[src/rtl/pong_score_keeper.sv]
// Pong referee: samples ball/paddle positions once per frame, detects hits and
// misses, keeps both scores, and raises a held loss level until gmv drops.
module pong_score_keeper #(
  parameter int XW        = 10,
  parameter int YW        = 10,
  parameter int LEFT_X    = 16,
  parameter int RIGHT_X   = 616,
  parameter int PADDLE_H  = 64,
  parameter int BALL_SZ   = 8,
  parameter int SW        = 4,
  parameter int WIN_SCORE = 7
) (
  input  logic          clk,
  input  logic          rst,
  input  logic          gmv,
  input  logic          frame_tick,
  input  logic [XW-1:0] ball_x,
  input  logic [YW-1:0] ball_y,
  input  logic [YW-1:0] paddleA_y,
  input  logic [YW-1:0] paddleB_y,
  output logic          lossA,
  output logic          lossB,
  output logic          hitA,
  output logic          hitB,
  output logic [SW-1:0] scoreA,
  output logic [SW-1:0] scoreB,
  output logic          game_over,
  output logic          winner
);

  typedef enum logic [2:0] {
    IDLE   = 3'd0,
    PLAY   = 3'd1,
    LOSS_A = 3'd2,
    LOSS_B = 3'd3,
    OVER   = 3'd4
  } state_t;

  localparam logic [SW-1:0] WIN_Q = SW'(WIN_SCORE);
  localparam logic [SW-1:0] ONE_Q = SW'(1);

  state_t        state_q, state_d;
  logic          lossA_q, lossA_d;
  logic          lossB_q, lossB_d;
  logic          hitA_q, hitA_d;
  logic          hitB_q, hitB_d;
  logic [SW-1:0] scoreA_q, scoreA_d;
  logic [SW-1:0] scoreB_q, scoreB_d;
  logic          game_over_q, game_over_d;
  logic          winner_q, winner_d;

  logic at_a_edge, at_b_edge, a_overlap, b_overlap;

  // One extra bit keeps ball_y+BALL_SZ and paddle_y+PADDLE_H from wrapping.
  function automatic logic overlap(input logic [YW-1:0] by, input logic [YW-1:0] py);
    logic [YW:0] b_ext;
    logic [YW:0] p_ext;
    b_ext = {1'b0, by};
    p_ext = {1'b0, py};
    return ((b_ext + (YW+1)'(BALL_SZ)) > p_ext) && (b_ext < (p_ext + (YW+1)'(PADDLE_H)));
  endfunction

  assign at_a_edge = (ball_x <= XW'(LEFT_X));
  assign at_b_edge = (ball_x >= XW'(RIGHT_X));
  assign a_overlap = overlap(ball_y, paddleA_y);
  assign b_overlap = overlap(ball_y, paddleB_y);

  // Next-state and registered-output computation.
  always_comb begin
    state_d     = state_q;
    lossA_d     = lossA_q;
    lossB_d     = lossB_q;
    hitA_d      = 1'b0;
    hitB_d      = 1'b0;
    scoreA_d    = scoreA_q;
    scoreB_d    = scoreB_q;
    game_over_d = game_over_q;
    winner_d    = winner_q;
    case (state_q)
      IDLE: begin
        if (gmv) begin
          state_d = PLAY;
        end else begin
          state_d = IDLE;
        end
      end
      PLAY: begin
        if (!gmv) begin
          state_d = IDLE;
        end else if (frame_tick && at_a_edge) begin
          // A side wins ties when both edge conditions hold.
          if (a_overlap) begin
            hitA_d = 1'b1;
          end else begin
            lossA_d  = 1'b1;
            scoreB_d = scoreB_q + ONE_Q;
            state_d  = LOSS_A;
          end
        end else if (frame_tick && at_b_edge) begin
          if (b_overlap) begin
            hitB_d = 1'b1;
          end else begin
            lossB_d  = 1'b1;
            scoreA_d = scoreA_q + ONE_Q;
            state_d  = LOSS_B;
          end
        end else begin
          state_d = PLAY;
        end
      end
      LOSS_A: begin
        if (!gmv) begin
          lossA_d = 1'b0;
          if (scoreB_q == WIN_Q) begin
            state_d     = OVER;
            game_over_d = 1'b1;
            winner_d    = 1'b1;
          end else begin
            state_d = IDLE;
          end
        end else begin
          lossA_d = 1'b1;
        end
      end
      LOSS_B: begin
        if (!gmv) begin
          lossB_d = 1'b0;
          if (scoreA_q == WIN_Q) begin
            state_d     = OVER;
            game_over_d = 1'b1;
            winner_d    = 1'b0;
          end else begin
            state_d = IDLE;
          end
        end else begin
          lossB_d = 1'b1;
        end
      end
      OVER: begin
        state_d     = OVER;
        lossA_d     = 1'b0;
        lossB_d     = 1'b0;
        game_over_d = 1'b1;
      end
      default: begin
        state_d     = IDLE;
        lossA_d     = 1'b0;
        lossB_d     = 1'b0;
        game_over_d = 1'b0;
        winner_d    = 1'b0;
      end
    endcase
  end

  // State and output registers.
  always_ff @(posedge clk or posedge rst) begin
    if (rst) begin
      state_q     <= IDLE;
      lossA_q     <= 1'b0;
      lossB_q     <= 1'b0;
      hitA_q      <= 1'b0;
      hitB_q      <= 1'b0;
      scoreA_q    <= '0;
      scoreB_q    <= '0;
      game_over_q <= 1'b0;
      winner_q    <= 1'b0;
    end else begin
      state_q     <= state_d;
      lossA_q     <= lossA_d;
      lossB_q     <= lossB_d;
      hitA_q      <= hitA_d;
      hitB_q      <= hitB_d;
      scoreA_q    <= scoreA_d;
      scoreB_q    <= scoreB_d;
      game_over_q <= game_over_d;
      winner_q    <= winner_d;
    end
  end

  assign lossA     = lossA_q;
  assign lossB     = lossB_q;
  assign hitA      = hitA_q;
  assign hitB      = hitB_q;
  assign scoreA    = scoreA_q;
  assign scoreB    = scoreB_q;
  assign game_over = game_over_q;
  assign winner    = winner_q;

endmodule

[config.mk]
export PLATFORM = sky130hd
export DESIGN_NAME = pong_score_keeper
export DESIGN_NICKNAME = d
export VERILOG_FILES = /design/src/rtl/pong_score_keeper.sv
export SDC_FILE = /design/constraint.sdc
export NUM_CORES = 1
export LEC_CHECK = 0
export ABC_AREA = 1
export CAP_MARGIN = 20
export CORE_MARGIN = 5
export CORE_UTILIZATION = 53
export DETAILED_ROUTE_END_ITERATION = 10
export GPL_TIMING_DRIVEN = 0
export PLACE_DENSITY_LB_ADDON = 0.1
export SLEW_MARGIN = 20
export SYNTH_ARGS = -nofsm -noshare
export SYNTH_HDL_FRONTEND = slang
export SYNTH_SLANG_ARGS = --single-unit
[constraint.sdc]
create_clock -name clk -period 2.05 [get_ports clk]
set_input_delay 0.205 -clock clk [delete_from_list [all_inputs] [get_ports clk]]
set_output_delay 0.205 -clock clk [all_outputs]
set_load 0.005 [all_outputs]
==> metrics.csv <==
stage,metric,value,unit
status,status,"finished, final reports clean",
critical_path,sort of element at the end of the critical path,flip-flop,
drt,Pre-Repair DR Iteration Count,5,
cts,CTS tree,built,
critical_path,cell type of the slowest stage on the worst timing path,sky130_fd_sc_hd__clkdlybuf4s50_1,
cts,root cell of the clock tree,sky130_fd_sc_hd__clkbuf_8,
sta,Pins Over Slew Limit,0,
logic_synthesis,most frequent cell after synthesis,sky130_fd_sc_hd__nand2_1,
final_layout,final-stage net count,452,
critical_path,worst reg-to-reg path cell count,6,
sta,Setup Viol. Count Final,0,
global_routing,first-pass GRT wire length,8.16,mm
sta,Max-slew headroom,0.575,
drt,DRC errors left,0,
critical_path,number of buffer and inverter stages on the critical path,2,
power_and_ir_drop,power spent charging and discharging nets,0.509,mW
floorplanning,number of placed I/O pins,58,
global_routing,number of antenna violations at the first check in global routing,0,
global_routing,Total Routing Usage GR,0.189,
logic_synthesis,Post-synth EDFFs,0,
drt,post-detailed-route count of antenna-violating nets,0,
drt,via-per-instance ratio,4.97,
critical_path,crit path max fanout,5,
floorplanning,core box area,3970,um2
critical_path,nature of the critical path startpoint,primary input,
critical_path,cell family with the largest share of critical-path delay,buffers and inverters,
critical_path,"Req. time, crit path",2.20,ns
place,DP Worst Slack,-0.609,ns
hold_path,path type of the worst min-delay path,in -> async,
floorplanning,effective utilization at floorplan,0.540,
final_layout,diodes inserted,0,
logic_synthesis,Synth Flop Type,sky130_fd_sc_hd__dfrtp_1,
critical_path,register-to-register setup slack,0.44,ns
logic_synthesis,number of standard cells after synthesis,306,
final_layout,area growth from synthesis to final layout,35.0,%
cts,number of levels the H-tree was split into,1,
critical_path,worst path arrival time,2.12,ns
sta,final critical path time including I/O delays and setup,1.97,ns
cts,clock transition at the register clock pins on the worst setup and hold paths after CTS,0.07,ns
sta,final clock period utilization by the worst path,0.959,
logic_synthesis,synthesized area,2140,um2
global_routing,number of global-route vias before repair,1990,
power_and_ir_drop,leakage power,1.53,nW
place,Detailed Place HPWL,4.07,mm
cts,clock latency at the later pin of the worst-skew pair,0.26,ns
sta,Final Worst Setup Slack,0.0843,ns
power_and_ir_drop,switching fraction of total power,0.361,
critical_path,largest stage delay on the critical path,0.50,ns
sta,Max Clock Skew,0.00139,ns
power_and_ir_drop,VDD IR-drop max,0.207,mV
critical_path,crit path cell chain,clkdlybuf4s50_1 -> ha_2 -> xnor2_1 -> ha_1 -> a21oi_2 -> o21ai_1 -> nor2_4 -> nand3_4 -> nand2_4 -> inv_2 -> nand2_1 -> o21ai_2,
sta,hold_ws,0.325,ns
logic_synthesis,number of unique standard cell types used by synthesis,27,
logic_synthesis,ranking of synthesized cells by instance count,"sky130_fd_sc_hd__nand2_1 (65), sky130_fd_sc_hd__inv_1 (56), sky130_fd_sc_hd__ha_1 (39), sky130_fd_sc_hd__nor2_1 (33), sky130_fd_sc_hd__dfrtp_1 (17)",
place,Final GP Congestion,0.824,
floorplanning,standard-cell row count,23,
floorplanning,DIE WIDTH,73.6,um
logic_synthesis,#FFs+latches synth,17,
logic_synthesis,proportion of synthesized flip-flops having asynchronous set or reset,1.00,
logic_synthesis,yosys synthesis warning count,0,
power_and_ir_drop,share of power burned in the clock network,0.186,
cts,CTS sink cnt,17,
critical_path,startpoint-to-endpoint class of the critical path,in -> reg,
logic_synthesis,dominant cell type by area after synthesis,sky130_fd_sc_hd__ha_1,
flow_run,max-cap viol count,0,
logic_synthesis,nets in the synthesized netlist,389,
cts,cts hold-fix bufs,0,
power_and_ir_drop,sequential power share,0.324,
drt,post-DR wirelength/cell,11.6,um
place,input/output buffers,57,
floorplanning,height of the die,73.6,um
final_layout,fraction of final layout cells with drive strength greater than 1,0.130,
power_and_ir_drop,total internal power,0.902,mW
sta,transition time at the pin with the least slew margin,0.636,ns
cts,buffer levels on the longest clock path,2,
power_and_ir_drop,Comb power frac,0.490,
logic_synthesis,part of the Yosys area used for sequential elements,0.198,
logic_synthesis,"Avg Cell Area, Syn",7.00,um2
logic_synthesis,share of the synthesized area in the top cell type,0.228,
sta,highest clock frequency the design can meet,509,MHz
drt,via total after detailed routing,2078,
drt,post-detailed-routing wire length,4.85,mm
cts,number of buffers created by CTS,3,
global_routing,largest net degree at the start of global routing,18,
critical_path,number of cells on the critical path,12,
logic_synthesis,leading post-synthesis cells by cell area,"sky130_fd_sc_hd__ha_1 (23%), sky130_fd_sc_hd__dfrtp_1 (20%), sky130_fd_sc_hd__nand2_1 (11%)",
drt,number of DRC violations after detailed-routing iteration 0,96,
power_and_ir_drop,power density over the cells,487,nW/um2
global_routing,global-route congestion overflow total,0,
sta,final hold vios,0,
floorplanning,die area,5420,um2
[per-layer routing]
layer	global-route usage	routed length, um	part of all wire	up-vias
met5	0	0	0	-
met4	0.0563	84	0.017	0
met3	0.0109	174	0.036	12
met2	0.383	2620	0.54	48
met1	0.203	1970	0.41	913
li1	-	-	-	1105
[state kept, by name, indices dropped and copies added (netlist names)]
| signal | cells |
|---|---|
| state_q | 3 |
| game_over | 1 |
| hitA | 1 |
| scoreB | 4 |
| lossA | 1 |
| winner | 1 |
| scoreA | 4 |
| lossB | 1 |
| hitB | 1 |
[power by group through the flow]
stage	registers, mW	clock network (mW)	logic, mW
2_1_floorplan	0.463	0	0.372
3_3_place_gp	0.461	0	0.656
3_5_place_dp	0.465	0	0.674
4_1_cts	0.459	0.261	0.678
5_1_grt	0.470	0.277	0.786
6_report	0.457	0.263	0.691
[final timing paths]
check / startpoint / end
setup / recovery: paddleB_y[7] / scoreA[3]
min in group clk: lossB / lossB
hold reg to reg: lossB / lossB
hold / removal: rst / scoreB[0]
setup reg to reg: scoreB[0] / winner
max in group asynchronous: rst / lossA
[placed cells by master, fill, tap and decap left out, types with 6 or more instances in the layout]
| master | count |
|---|---|
| sky130_fd_sc_hd__dfrtp_1 | 17 |
| sky130_fd_sc_hd__ha_1 | 34 |
| sky130_fd_sc_hd__nand4_1 | 6 |
| sky130_fd_sc_hd__nand2_1 | 65 |
| sky130_fd_sc_hd__inv_1 | 54 |
| sky130_fd_sc_hd__xor2_1 | 7 |
| sky130_fd_sc_hd__clkdlybuf4s50_1 | 46 |
| sky130_fd_sc_hd__xnor2_1 | 7 |
| sky130_fd_sc_hd__a21oi_1 | 13 |
| sky130_fd_sc_hd__nand3_1 | 13 |
| sky130_fd_sc_hd__nor2_1 | 31 |
[cell type report]
class | instances | area [um2]
Clock buffer | 3 | 41.3
Clock inverter | 1 | 5.00
Fill cell | 320 | 1080
Inverter | 58 | 218
Multi-Input combinational cell | 231 | 1580
Sequential cell | 17 | 425
Tap cell | 50 | 62.6
Timing Repair Buffer | 58 | 566
[per-stage QoR]
stage,power [mW],std cells,instance area (um2),TNS (ns),utilization
after floorplan,0.835,306,2140,0,-
after global placement,1.12,413,2780,-7.13,0.699
after detailed placement,1.14,413,2780,-7.75,0.699
after CTS,1.40,418,2840,0,0.715
after global routing,1.53,418,2890,-0.00140,0.729
final,1.41,418,2890,0,0.729
[repair_timing]
action	4_1_cts	5_1_grt
pin swaps	0	6
gates cloned	0	0
setup endpoints to repair	14	13
setup buffers	1	0
gates resized for setup	16	28
[cells by family after synthesis]
| kind of cell | count (synthesis) | synth area share |
|---|---|---|
| AND/OR/NAND/NOR | 143 | 0.320 |
| buffers and inverters | 58 | 0.102 |
| adder cells (fa/ha/maj) | 39 | 0.228 |
| AO/OA/AOI/OAI | 35 | 0.0952 |
| flip-flops | 17 | 0.198 |
| XOR/XNOR | 14 | 0.0572 |
No activity file was read; power rests on OpenSTA's default activity.
==> edit (same settings) <==
The output `hitB` loses its register stage (`hitB_q` becomes a continuous assignment).
--- a/src/rtl/pong_score_keeper.sv
+++ b/src/rtl/pong_score_keeper.sv
@@ -160,5 +160,4 @@
       lossB_q     <= 1'b0;
       hitA_q      <= 1'b0;
-      hitB_q      <= 1'b0;
       scoreA_q    <= '0;
       scoreB_q    <= '0;
@@ -170,5 +169,4 @@
       lossB_q     <= lossB_d;
       hitA_q      <= hitA_d;
-      hitB_q      <= hitB_d;
       scoreA_q    <= scoreA_d;
       scoreB_q    <= scoreB_d;
@@ -177,4 +175,6 @@
     end
   end
+
+  assign hitB_q = hitB_d;
 
   assign lossA     = lossA_q;
Formal check against the unedited RTL: not equivalent (Yosys sat finds a counterexample within 4 cycles, from zero or initial values and one cycle with rst high).
==> edit against the unedited design <==
The run now ends with negative setup slack left; area after synthesis is 1.9% higher; routed wire length is 19% higher; power is 3.8% higher; sequential cell count is 1 lower; final cell count is 7.9% higher; critical path depth is 4 higher; register-to-register slack worse by 0.06 ns; setup slack worse by 0.14 ns; clock power is 9.1% higher; cell area is 9.9% higher; non-clock buffer count is 12 higher; critical path type is now in2out.
==> edit: results <==
[run_status]
status = "finished with violations"
violations = "negative setup slack"

[grt]
use_met1_pct = 25.6
grt_pass1_wl_um = 9420
use_met3_pct = 2.70
antenna_found_initial = 0
grt_max_degree = 17
first_global_vias = 2256
grt_util_met2_pct = 39.5
grt_use_total_pct = 21.4

[placement]
numPortBuffers = 57
place.gp.congestion = 0.873
place_inst = 434
dpl.hpwl_um = 4190

[cells_and_area]
drive_above_1_share_pct = 19.0
final_net_count = 485
fillers = 295
insertedDiodeCount = 0

[routing]
vias = 2346
wire_per_inst_um = 12.8
first_pass_iters = 4
wl_met1_um = 2360
avgViaCountPerCell = 5.20
wl_met2_um = 2880
drt-initial-drc-count = 147
wl_met3_um = 358

[logic_synthesis]
synth_area_per_cell_um2 = 6.68
synth_edf_count = 0
synth_commonest_cells = "nand2_1, inv_1, ha_1, nor2_1, nand3_1"
yosysSeqAreaShare_pct = 18.3
ys_types = 28
yosys-top-cells-area = "ha_1, dfrtp_1, nand2_1"
ys_async_sr_fraction_pct = 100
ys.flop_type = "dfrtp_1"
syn_nets = 410

[setup_path]
timing.rr.end = "state_q[0]"
endpoint = "hitB"
rr_worst_depth = 9
r2r_setup_slack_ns = 0.38
cpPeakStageDelay_ns = 0.28
crit_slowest_cell = "ha_4"
r2r_start = "state_q[2]"
worstPathArrival_ns = 1.90
crit_path_start = "ball_y[3]"
crit_family = "simple AND/OR/NAND/NOR gates"

[power_and_ir_drop]
ir_drop_mv = 0.282
power_leakage_nw = 1.67

[clock_network]
clk_pin_slew_ns = 0.07
cts_buffers = 3
cts_buffer_depth = 2
cts_root_buffer = "clkbuf_8"

[sta]
worst_slack_ns = -0.0568
setup_viol = 2
tightest_slew_ns = 0.629
fin_skew_ns = 0.00288
==> edit: logic make-up (layout without fill, tap and decap cells) <==
family / count (synthesis) / count (layout) / synth area share [%]
AND/OR/NAND/NOR: 160 / 160 / 34.9
buffers and inverters: 70 / 144 / 12.0
adder cells (fa/ha/maj): 39 / 39 / 22.3
AO/OA/AOI/OAI: 30 / 30 / 7.56
flip-flops: 16 / 16 / 18.3
XOR/XNOR: 12 / 12 / 4.81
==> edit: where the power goes <==
group	total (mW)	switching, mW	internal [mW]	leakage [nW]
Combinational	0.752	0.366	0.386	1.43
Sequential	0.425	0.0530	0.372	0.204
Clock	0.287	0.116	0.171	0.0288
Total	1.46	0.535	0.929	1.67
==> edit: worst min-delay path by stage <==
stage,from,endpoint,slack (ns),cells past startpoint
after floorplan,rst,game_over,0.12,1
after global placement,lossB,lossB,0.46,2
after detailed placement,lossB,lossB,0.47,2
after CTS,rst,winner,0.36,2
after global routing,rst,scoreA[2],0.40,2
final,rst,winner,0.33,2
==> edit: cell type report <==
class | count | share of cell area, %
clock buffer | 4 | 1.73
inverter | 70 | 8.34
multi-input combinational | 241 | 54.1
sequential | 16 | 12.6
tap | 50 | 1.97
timing repair buffer | 70 | 21.3
==> edit: timing repair <==
| action | 4_1_cts | 5_1_grt |
|---|---|---|
| setup buffers | 13 | 3 |
| cloned | 0 | 0 |
| pin swaps | 23 | 16 |
| endpoints found under the setup margin | 14 | 14 |
| resized for setup | 70 | 23 |
==> edit: through the flow <==
step	hold WS [ns]	setup slack (ns)	setup TNS (ns)	area (um2)
finish	0.330	-0.0568	-0.0934	3180
global route	0.403	-0.151	-1.06	3180
CTS	0.361	0.00327	0	3080
detailed placement	0.472	-1.16	-10.30	2820
global placement	0.457	-1.11	-9.29	2820
floorplan	0.119	0.0536	0	2180
